==> src/rtl/synth_pkg.sv <==
// Shared definitions for the key-to-period selector.
//   PERIOD_TABLE : half-periods (clk ticks) for one octave of 12 keys, lowest note first
//   prio_mode_e  : note priority selection
//   sel_state_e  : selector FSM states
//   key_period() : half-period of a key index after octave shifting, never 0
package synth_pkg;

  localparam int TABLE_LEN = 12;

  localparam logic [7:0] PERIOD_TABLE [TABLE_LEN] = '{
    8'd92, 8'd87, 8'd82, 8'd77, 8'd73, 8'd69,
    8'd65, 8'd61, 8'd58, 8'd55, 8'd52, 8'd49
  };

  typedef enum logic [1:0] {
    PRIO_LOWEST     = 2'd0,
    PRIO_HIGHEST    = 2'd1,
    PRIO_LAST       = 2'd2,
    PRIO_LOWEST_ALT = 2'd3
  } prio_mode_e;

  typedef enum logic [1:0] {
    IDLE  = 2'd0,
    HOLD  = 2'd1,
    GLIDE = 2'd2
  } sel_state_e;

  // Each 12 keys up is one octave (period halves); the octave input adds more halving.
  // A period of 0 would stall the tone counter, so it is clamped to 1.
  function automatic logic [7:0] key_period(input int unsigned idx, input int unsigned oct);
    logic [7:0] p;
    p = PERIOD_TABLE[4'(idx % TABLE_LEN)] >> (idx / TABLE_LEN + oct);
    if (p == 8'd0) p = 8'd1;
    return p;
  endfunction

endpackage

==> src/rtl/period_glide.sv <==
// Slew register for the tone half-period.
//   clk, rst     : clock, async active-high reset
//   target       : desired half-period
//   load         : jump straight to target (also restarts the step counter)
//   glide_en     : glide active; every GLIDE_DIV cycles move 1 LSB toward target
//   half_period  : current half-period
module period_glide #(
  parameter int PERIOD_W  = 8,
  parameter int GLIDE_DIV = 64
) (
  input  logic                clk,
  input  logic                rst,
  input  logic [PERIOD_W-1:0] target,
  input  logic                load,
  input  logic                glide_en,
  output logic [PERIOD_W-1:0] half_period
);

  localparam int CW = (GLIDE_DIV > 1) ? $clog2(GLIDE_DIV) : 1;
  localparam logic [CW-1:0] CNT_LAST = CW'(GLIDE_DIV - 1);

  logic [CW-1:0]       cnt_reg;
  logic [PERIOD_W-1:0] hp_reg;

  // The counter keeps running across target changes so a retargeted glide
  // keeps its step cadence; it only restarts on a load or when gliding stops.
  always_ff @(posedge clk or posedge rst) begin
    if (rst) begin
      cnt_reg <= '0;
      hp_reg  <= '0;
    end else if (load) begin
      cnt_reg <= '0;
      hp_reg  <= target;
    end else if (glide_en) begin
      if (cnt_reg == CNT_LAST) begin
        cnt_reg <= '0;
        if (hp_reg < target)      hp_reg <= hp_reg + 1'b1;
        else if (hp_reg > target) hp_reg <= hp_reg - 1'b1;
      end else begin
        cnt_reg <= cnt_reg + 1'b1;
      end
    end else begin
      cnt_reg <= '0;
    end
  end

  assign half_period = hp_reg;

endmodule

==> src/rtl/wave_period_selector_v2.sv <==
// Maps NUM_KEYS key levels to the square-wave half-period.
//   clk, rst     : clock, async active-high reset
//   keys         : raw key levels, bit0 = lowest note
//   prio_mode    : 0 lowest, 1 highest, 2 last-pressed, 3 lowest
//   octave       : extra octave shift (right shift of period)
//   glide_en     : slew the period toward a new target instead of jumping
//   half_period  : half-period to the tone generator
//   note_idx     : selected key index
//   gate         : any key held
//   note_change  : one-cycle pulse on note change or gate rise
// Pipeline: 2 sync flops, then the FSM/output register -> 3 cycles key to output.
module wave_period_selector_v2
  import synth_pkg::*;
#(
  parameter int NUM_KEYS  = 12,
  parameter int PERIOD_W  = 8,
  parameter int GLIDE_DIV = 64,
  localparam int IW = (NUM_KEYS > 1) ? $clog2(NUM_KEYS) : 1
) (
  input  logic                clk,
  input  logic                rst,
  input  logic [NUM_KEYS-1:0] keys,
  input  logic [1:0]          prio_mode,
  input  logic [1:0]          octave,
  input  logic                glide_en,
  output logic [PERIOD_W-1:0] half_period,
  output logic [IW-1:0]       note_idx,
  output logic                gate,
  output logic                note_change
);

  logic [NUM_KEYS-1:0] sync1_reg, sync2_reg, sync3_reg;
  logic [IW-1:0]       last_reg;
  sel_state_e          state_reg;
  logic [IW-1:0]       note_idx_reg;
  logic                gate_reg, note_change_reg;

  logic [NUM_KEYS-1:0] rise;
  logic [IW-1:0]       low_idx, high_idx, rise_idx, sel_idx;
  logic                any_key, last_held;
  logic [PERIOD_W-1:0] target, hp;
  logic                load, step_en;

  // sync3_reg is the previous synchronized sample, used only for edge detection.
  always_ff @(posedge clk or posedge rst) begin
    if (rst) begin
      sync1_reg <= '0;
      sync2_reg <= '0;
      sync3_reg <= '0;
    end else begin
      sync1_reg <= keys;
      sync2_reg <= sync1_reg;
      sync3_reg <= sync2_reg;
    end
  end

  assign rise      = sync2_reg & ~sync3_reg;
  assign any_key   = |sync2_reg;
  assign last_held = sync2_reg[last_reg];

  // Priority encoders: descending scan leaves the lowest set index, ascending the highest.
  always_comb begin
    low_idx  = '0;
    high_idx = '0;
    rise_idx = '0;
    for (int i = NUM_KEYS - 1; i >= 0; i--) begin
      if (sync2_reg[i]) low_idx  = IW'(i);
      if (rise[i])      rise_idx = IW'(i);
    end
    for (int i = 0; i < NUM_KEYS; i++) begin
      if (sync2_reg[i]) high_idx = IW'(i);
    end
  end

  // A fresh edge wins immediately so last-pressed has no extra cycle of lag.
  always_comb begin
    case (prio_mode_e'(prio_mode))
      PRIO_HIGHEST: sel_idx = high_idx;
      PRIO_LAST:    sel_idx = (|rise) ? rise_idx : (last_held ? last_reg : low_idx);
      default:      sel_idx = low_idx;
    endcase
  end

  assign target = PERIOD_W'(key_period(32'(sel_idx), 32'(octave)));

  always_comb begin
    load    = 1'b0;
    step_en = 1'b0;
    case (state_reg)
      IDLE:  load = any_key;
      HOLD:  load = any_key && !glide_en && (target != hp);
      GLIDE: begin
        load    = any_key && !glide_en;
        step_en = any_key && glide_en;
      end
      default: ;
    endcase
  end

  always_ff @(posedge clk or posedge rst) begin
    if (rst) begin
      state_reg       <= IDLE;
      note_idx_reg    <= '0;
      gate_reg        <= 1'b0;
      note_change_reg <= 1'b0;
      last_reg        <= '0;
    end else begin
      if (|rise) last_reg <= rise_idx;
      gate_reg        <= any_key;
      note_change_reg <= any_key && ((state_reg == IDLE) || (sel_idx != note_idx_reg));
      // note_idx (like half_period) freezes on release so the tail keeps its pitch.
      if (any_key) note_idx_reg <= sel_idx;
      case (state_reg)
        IDLE:  if (any_key) state_reg <= HOLD;
        HOLD: begin
          if (!any_key)                        state_reg <= IDLE;
          else if (glide_en && (target != hp)) state_reg <= GLIDE;
        end
        GLIDE: begin
          if (!any_key)                        state_reg <= IDLE;
          else if (!glide_en || (hp == target)) state_reg <= HOLD;
        end
        default: state_reg <= IDLE;
      endcase
    end
  end

  period_glide #(
    .PERIOD_W  (PERIOD_W),
    .GLIDE_DIV (GLIDE_DIV)
  ) u_glide (
    .clk         (clk),
    .rst         (rst),
    .target      (target),
    .load        (load),
    .glide_en    (step_en),
    .half_period (hp)
  );

  assign half_period = hp;
  assign note_idx    = note_idx_reg;
  assign gate        = gate_reg;
  assign note_change = note_change_reg;

endmodule

==> config.mk <==
export PLATFORM = sky130hd
export DESIGN_NAME = wave_period_selector_v2
export DESIGN_NICKNAME = d
export VERILOG_FILES = /design/src/rtl/synth_pkg.sv /design/src/rtl/period_glide.sv /design/src/rtl/wave_period_selector_v2.sv
export SDC_FILE = /design/constraint.sdc
export NUM_CORES = 1
export LEC_CHECK = 0
export ABC_AREA = 0
export CAP_MARGIN = 0
export CORE_ASPECT_RATIO = 1.25
export CORE_UTILIZATION = 40
export DETAILED_ROUTE_END_ITERATION = 8
export HOLD_SLACK_MARGIN = 0.05
export PLACE_DENSITY = 0.62
export SLEW_MARGIN = 30
export SYNTH_ARGS = -nofsm -noshare
export SYNTH_HDL_FRONTEND = slang
export SYNTH_SLANG_ARGS = --single-unit
export TNS_END_PERCENT = 10
==> constraint.sdc <==
create_clock -name clk -period 9.1 [get_ports clk]
set_clock_uncertainty 0.15 [all_clocks]
set_input_delay 1.365 -clock clk [delete_from_list [all_inputs] [get_ports clk]]
set_output_delay 1.365 -clock clk [all_outputs]
set_load 0.01 [all_outputs]
# Yosys cells after proc, flatten, opt, wreduce, memory -nomap -nowiden
# Memories as Yosys holds them, arrays and structs flattened.
# Cells that the tools add are included.
[word_totals] register_bits=62 latchBits=0 ramBits=0 rom_bits=128 input_bits=19 output_inout_bits=14 wordCells=112 memories=1
[op_classes] add_sub_neg=4 n_mul=0 div_mod_pow=2 order_cmp=4 n_eq_ne=11 shift=1 muxes=59 n_bitwise=3 reduce_logical=17
[memory_table] memory="(name not given)" depth=16 word_bits=8 read_ports=1 rd_clocked_by_memory_dff=0 write_ports=0 line="synth_pkg.sv:32" text="p = PERIOD_TABLE[4'(idx % TABLE_LEN)] >> (idx / TABLE_LEN + oct);"
[op_table] operator="$mux W4" count=36
[op_table] operator="$mux W8" count=8
[op_table] operator="$add A32 B2 Y32" count=1
[op_table] operator="$div A4 B4 Y32 const B" count=1
[op_table] operator="$mod A4 B4 Y32 const B" count=1
[op_table] operator="$shr A8 B32 Y8" count=1
[op_table] operator="$reduce_or A12 Y1" count=2
[op_table] operator="$mux W6" count=3
[op_table] operator="$and A12 B12 Y12" count=1
[op_table] operator="$not A12 Y12" count=1
[op_table] operator="$mux W2" count=5
[op_table] operator="$add A8 B1 Y8 const B" count=1
[op_table] operator="$eq A8 B8 Y1" count=1
[op_table] operator="$gt A8 B8 Y1" count=1
[op_table] operator="$logic_not A8 Y1" count=1
[op_table] operator="$lt A8 B8 Y1" count=1
[op_table] operator="$ne A8 B8 Y1" count=1
[op_table] operator="$pmux W4 S2" count=1
[op_table] operator="$sub A8 B1 Y8 const B" count=1
[op_table] operator="$add A6 B1 Y6 const B" count=1
[op_table] operator="$eq A6 B6 Y1 const B" count=1
[op_table] operator="$ne A3 B3 Y1 const B" count=2
[op_table] operator="$pmux W2 S3" count=1
[op_table] operator="$reduce_and A3 Y1" count=2
[op_table] operator="16 further kinds" count=26

# Depth between registers and ports, before layout
[depth] ltp_word=30 depth_mapped=36 depth_no_buf=35

# By module
# From an unflattened synthesis, not the netlist that was laid out.
[hier_totals] hier_cells=441 hier_area_um2=4234.1
[by_module_without_submodules] module="wave_period_selector_v2" n_inst=1 cells_per_inst=316 area_each_um2=3101.7 seq_area_each_um2=1201.2
[by_module_without_submodules] module="period_glide" n_inst=1 cells_per_inst=125 area_each_um2=1132.3 seq_area_each_um2=350.3

# Worst setup path after synthesis
# OpenSTA, ideal clock, no wires.
[synth_timing] path_type="input-to-reg" startpoint="input port prio_mode[0]" endpoint="register u_glide.hp_reg[7], in the netlist u_glide.half_period[7]" setup_ns=0.129 arrival_time_ns=6.757 required_ns=8.821 setup_slack_ns=2.064 path_stages=35 path_buffers=2 path_cell_list="inv_1 > ha_1 > buf_4 > a211o_1 > a211o_4 > nand2_1 > nor2_1 > ha_1 > ha_1 > buf_4 > nand2_1 > a311oi_1 > a41oi_1 > a21o_1 > o311a_1 > a31oi_1 > nor2_1 > ha_1 > nor2b_1 > o21a_1 > o21a_1 > o21ai_0 > a21oi_1 > nand2b_1 > ha_1 > a21o_1 > a21oi_1 > o21bai_1 > a21oi_1 > nor2b_1 > o21ai_0 > nand2b_1 > nor2b_1 > o21ai_0 > o21ai_0"
[synth_via] elab_chain_cells=15 elab_cells_between_ends=26 classes_between="add/sub (1); div (2); order compare (2); eq/ne (3); shift (1); mux (9); bitwise (1); reduce/logical (6); memory (1)"
[synth_lines] item="from (decl)" line="wave_period_selector_v2.sv:23" text="input logic [1:0] prio_mode,"
[synth_lines] item="$eq A2 B2 Y1 or $eq A2 B1 Y1 (tied branches)" line="wave_period_selector_v2.sv:77" text="case (prio_mode_e'(prio_mode))"
[synth_lines] item="$pmux W4 S2 *" line="wave_period_selector_v2.sv:77"
[synth_lines] item="branches (longest 5 deep; another with $div A4 B4 Y32)"
[synth_lines] item="$shr A8 B32 Y8 *" line="synth_pkg.sv:32"
[synth_lines] item="$logic_not A8 Y1" line="synth_pkg.sv:33" text="if (p == 8'd0) p = 8'd1;"
[synth_lines] item="$mux W8 *" line="synth_pkg.sv:33"
[synth_lines] item="$lt A8 B8 Y1 or $ne A8 B8 Y1 (tied branches)" line="period_glide.sv:37, wave_period_selector_v2.sv:91"
[synth_lines] item="$mux W8 or $logic_and A1 B1 Y1 (tied branches)" line="period_glide.sv:37, wave_period_selector_v2.sv:91"
[synth_lines] item="$mux W8 or $pmux W1 S3 (tied branches)" line="period_glide.sv:35, wave_period_selector_v2.sv:89"
[synth_lines] item="$mux W8, or another cell as far along" line="period_glide.sv:34" text="end else if (glide_en) begin"
[synth_lines] item="$mux W8 or $reduce_and A3 Y1 (tied branches)"
[synth_lines] item="to (signal assigned)" line="period_glide.sv:33" text="hp_reg <= target;"
[synth_lines] item="to (signal assigned)" line="period_glide.sv:37" text="if (hp_reg < target) hp_reg <= hp_reg + 1'b1;"
[synth_lines] item="to (signal assigned)" line="period_glide.sv:38" text="else if (hp_reg > target) hp_reg <= hp_reg - 1'b1;"
[synth_lines] item="to (decl)" line="period_glide.sv:23" text="logic [PERIOD_W-1:0] hp_reg;"
# Every way passes the cells marked *. The select of a mux whose other input is x is not followed.
# A chain may end at the register's enable or synchronous reset.

# Worst setup path after layout
# Same ends and word-level chain as after synthesis.

==> flow_metrics.py <==
metrics = {
    "yosys": {
        "yosysTopAreaCellShare_pct": 40.38,
        "synth_edf_count": 0,
        "ys_dominant_reg_cell": "dfrtp_1",
        "netlist_area_mm2": 0.003842,
        "synthMuxAreaShare_pct": 3.614,
        "synth_compound_area_share_pct": 21.75,
        "synth.yosys.seq_area_share_pct": 40.38,
        "syn_inst": 389,
        "synth_nets": 433,
        "yosys_warnings": 0,
        "yosysTopAreaCell": "dfrtp_1",
        "synth.area.top_cells": "dfrtp_1 (40%), ha_1 (7.8%), o21ai_0 (3.1%), nand2_1 (3.0%), a21oi_1 (2.6%)",
        "synthArstFlopShare_pct": 100.0,
        "synth_cell_types": 78,
        "avgSynthCellArea_um2": 9.878,
        "synth_xor_area_share_pct": 3.191,
        "synth_top_family_by_area": "compound AO/OA/AOI/OAI gates",
        "yosys.area_share.simple_pct": 19.21,
        "yosys_register_bits": 62,
        "synth_fa_ha_area_share_pct": 8.597,
    },
    "power_and_ir_drop": {
        "power_density_mw_per_mm2": 249.6,
        "power.leakage_nw": 1.963,
        "p_switching_mw": 0.3946,
        "comb_power_share_pct": 39.3,
        "peakVddDrop_v": 0.0002676,
        "intPower_mw": 0.7528,
        "sw_frac_of_total_pct": 34.39,
        "clkPwrFrac_pct": 29.6,
        "p_seq_share_pct": 31.1,
    },
    "worst_setup_path": {
        "crit_type": "input port to register",
        "slowest_delay_ps": 480,
        "worstPathRequired_ps": 9140,
        "critPathCaptureType": "register",
        "critPathArrivalTime_ps": 8200,
        "critPathLaunchType": "input port",
        "path_max_fanout": 14,
        "cp_slowest_cell": "clkdlybuf4s50_1",
        "reg2reg_slack_ps": 1550,
        "reg2reg_depth": 32,
    },
    "layout": {
        "final_cell_mix": "dfrtp_1 (62), clkdlybuf4s50_1 (32), nand2_1 (31), nor2_1 (26)",
        "fillCellCount": 858,
        "final_util_pct": 49.84,
        "area_delta_synth_final_pct": 19.64,
        "final_common_cell": "dfrtp_1",
        "drive_gt1_share_pct": 12.04,
        "layout.nets": 472,
        "n_antenna_cell": 0,
    },
    "timing": {
        "hold_violations": 0,
        "slew-limit-headroom_pct": 47.43,
        "rsz0062_at_grt": "false",
        "worst_pin_slew_ps": 788.5,
        "fmax_ghz": 0.1225,
        "layout_min_cycle_time_ps": 8161,
        "period_share_pct": 89.68,
        "setup-tns-final_ps": 0,
        "slew_violations": 0,
        "setup_viol": 0,
    },
    "die": {
        "rows": 39,
        "die_w_um": 89.67,
        "die_h_um": 111.6,
        "io-pin-count": 33,
        "die_area_mm2": 0.01000,
        "core_area_mm2": 0.009223,
        "initial_core_util_pct": 41.66,
    },
    "detailed_routing": {
        "wire_per_inst_um": 16.05,
        "drcViolationCount": 0,
        "ant_nets": 0,
        "firstDrtPassIters": 5,
        "wirelength_um": 8906,
        "via_per_inst": 5.634,
        "drtIter0Drc": 206,
        "vias": 3127,
    },
    "clock_network": {
        "cts_resized": 0,
        "post-cts-setup-buffers": 0,
        "numCtsBuffers": 9,
        "path_clk_slew_ps": 50,
        "cts_hold_buf": 0,
        "clock-sinks": 62,
        "htreeDepth": 3,
        "clock_path_buffers": 2,
        "worstSkewPairLatency_ps": 320,
        "clock-root-buffer": "clkbuf_16",
        "cts_tree": "built",
    },
    "global_routing": {
        "grt_pass1_vias": 3037,
        "antenna_found_initial": 0,
        "grt_max_degree": 63,
        "grt_use_total_pct": 19.58,
        "grt_pass1_wl_um": 14840,
        "grt-ovfl-total": 0,
    },
    "run_status": {
        "status": "finished clean",
    },
    "run": {
        "max_cap_violations": 0,
    },
    "worst_hold_path": {
        "whs_path_depth": 0,
        "hold_path.class": "register to register",
    },
    "placed_design": {
        "portBuffers": 32,
        "dp_hpwl_um": 6599,
        "gp_congestion": 0.8679,
    },
}
[final timing paths]
| check | startpoint | to |
|---|---|---|
| min reg2reg | sync1_reg[8]$_DFF_PP0_ | sync2_reg[8]$_DFF_PP0_ |
| max reg2reg | sync2_reg[1]$_DFF_PP0_ | u_glide.half_period[7]$_DFFE_PP0P_ |
| min in group asynchronous | rst | sync1_reg[7]$_DFF_PP0_ |
| max in group asynchronous | rst | note_idx[0]$_DFFE_PP0N_ |
| max | prio_mode[0] | u_glide.half_period[7]$_DFFE_PP0P_ |
| min | sync1_reg[8]$_DFF_PP0_ | sync2_reg[8]$_DFF_PP0_ |
[critical path: cells and delay by family]
kind | cells | cell delay (ps)
AND/OR/NAND/NOR | 10 | 1610
adder cells (fa/ha/maj) | 4 | 1270
AO/OA/AOI/OAI | 17 | 3170
buffers and inverters | 3 | 800
[cells in the mapped netlist (all sizes together), types with 4 or more instances]
cell and count:
mux2i 6, nand3 7, a21o 4, nand2 31, xnor2 9, nor3 15, a211oi 9, o31ai 6
nand4 4, a21oi 21, or2b 8, o21ai 28, and3 4, o21a 5, xor2 5, buf 4
nor2 27, nor2b 12, nor4 8, a22oi 6, o22ai 4, nand2b 5, inv 22, ha 24
dfrtp 62
[per-layer routing]
metal / up-vias / GRT usage (%) / wire length (µm) / part of all wire [%]
met5: - / 0 / 0 / 0
met1: 1476 / 25.79 / 4031 / 45
met3: 24 / 4.077 / 411 / 4.6
met4: 0 / 8.466 / 265 / 3.0
li1: 1519 / - / - / -
met2: 108 / 30.76 / 4197 / 47
[stage by stage]
step                      area (µm²)  hold WS, ps  cells  setup slack, ps  power, mW
after CTS                       4597        195.4    555            974.7      1.160
after global placement          4297        181.9    540            895.6     0.8093
after floorplan                 3842        181.2    389             2064     0.6892
after global routing            4597        202.4    555            273.2      1.238
after detailed placement        4297        184.7    540            710.0     0.8117
final                           4597        192.2    555            938.8      1.147
[cell families after synthesis]
kind of cell               after synthesis
AOI/OAI and AO/OA                      116
xor gates and xnor gates                14
adders and majority gates               26
buffers and inverters                   29
DFF                                     62
muxes                                   11
and+or+nand+nor                        131
[power by group through the flow]
stage               combinational [mW]  clock (mW)  sequential (mW)
global placement                 0.449           0            0.360
floorplan                        0.335           0            0.355
detailed placement               0.452           0            0.360
CTS                              0.454       0.350            0.356
global route                     0.514       0.361            0.363
finish                           0.451       0.340            0.357
[layout make-up]
cell class	count	area (µm²)	share of cell area (%)
Clock buffer	12	256.5	5.580
Sequential cell	62	1551	33.75
Tap cell	123	153.9	3.348
Inverter	22	82.58	1.796
Clock inverter	3	43.79	0.9526
Timing Repair Buffer	35	342.8	7.458
Multi-Input combinational cell	298	2166	47.11
(Power assumes the default switching activity.)
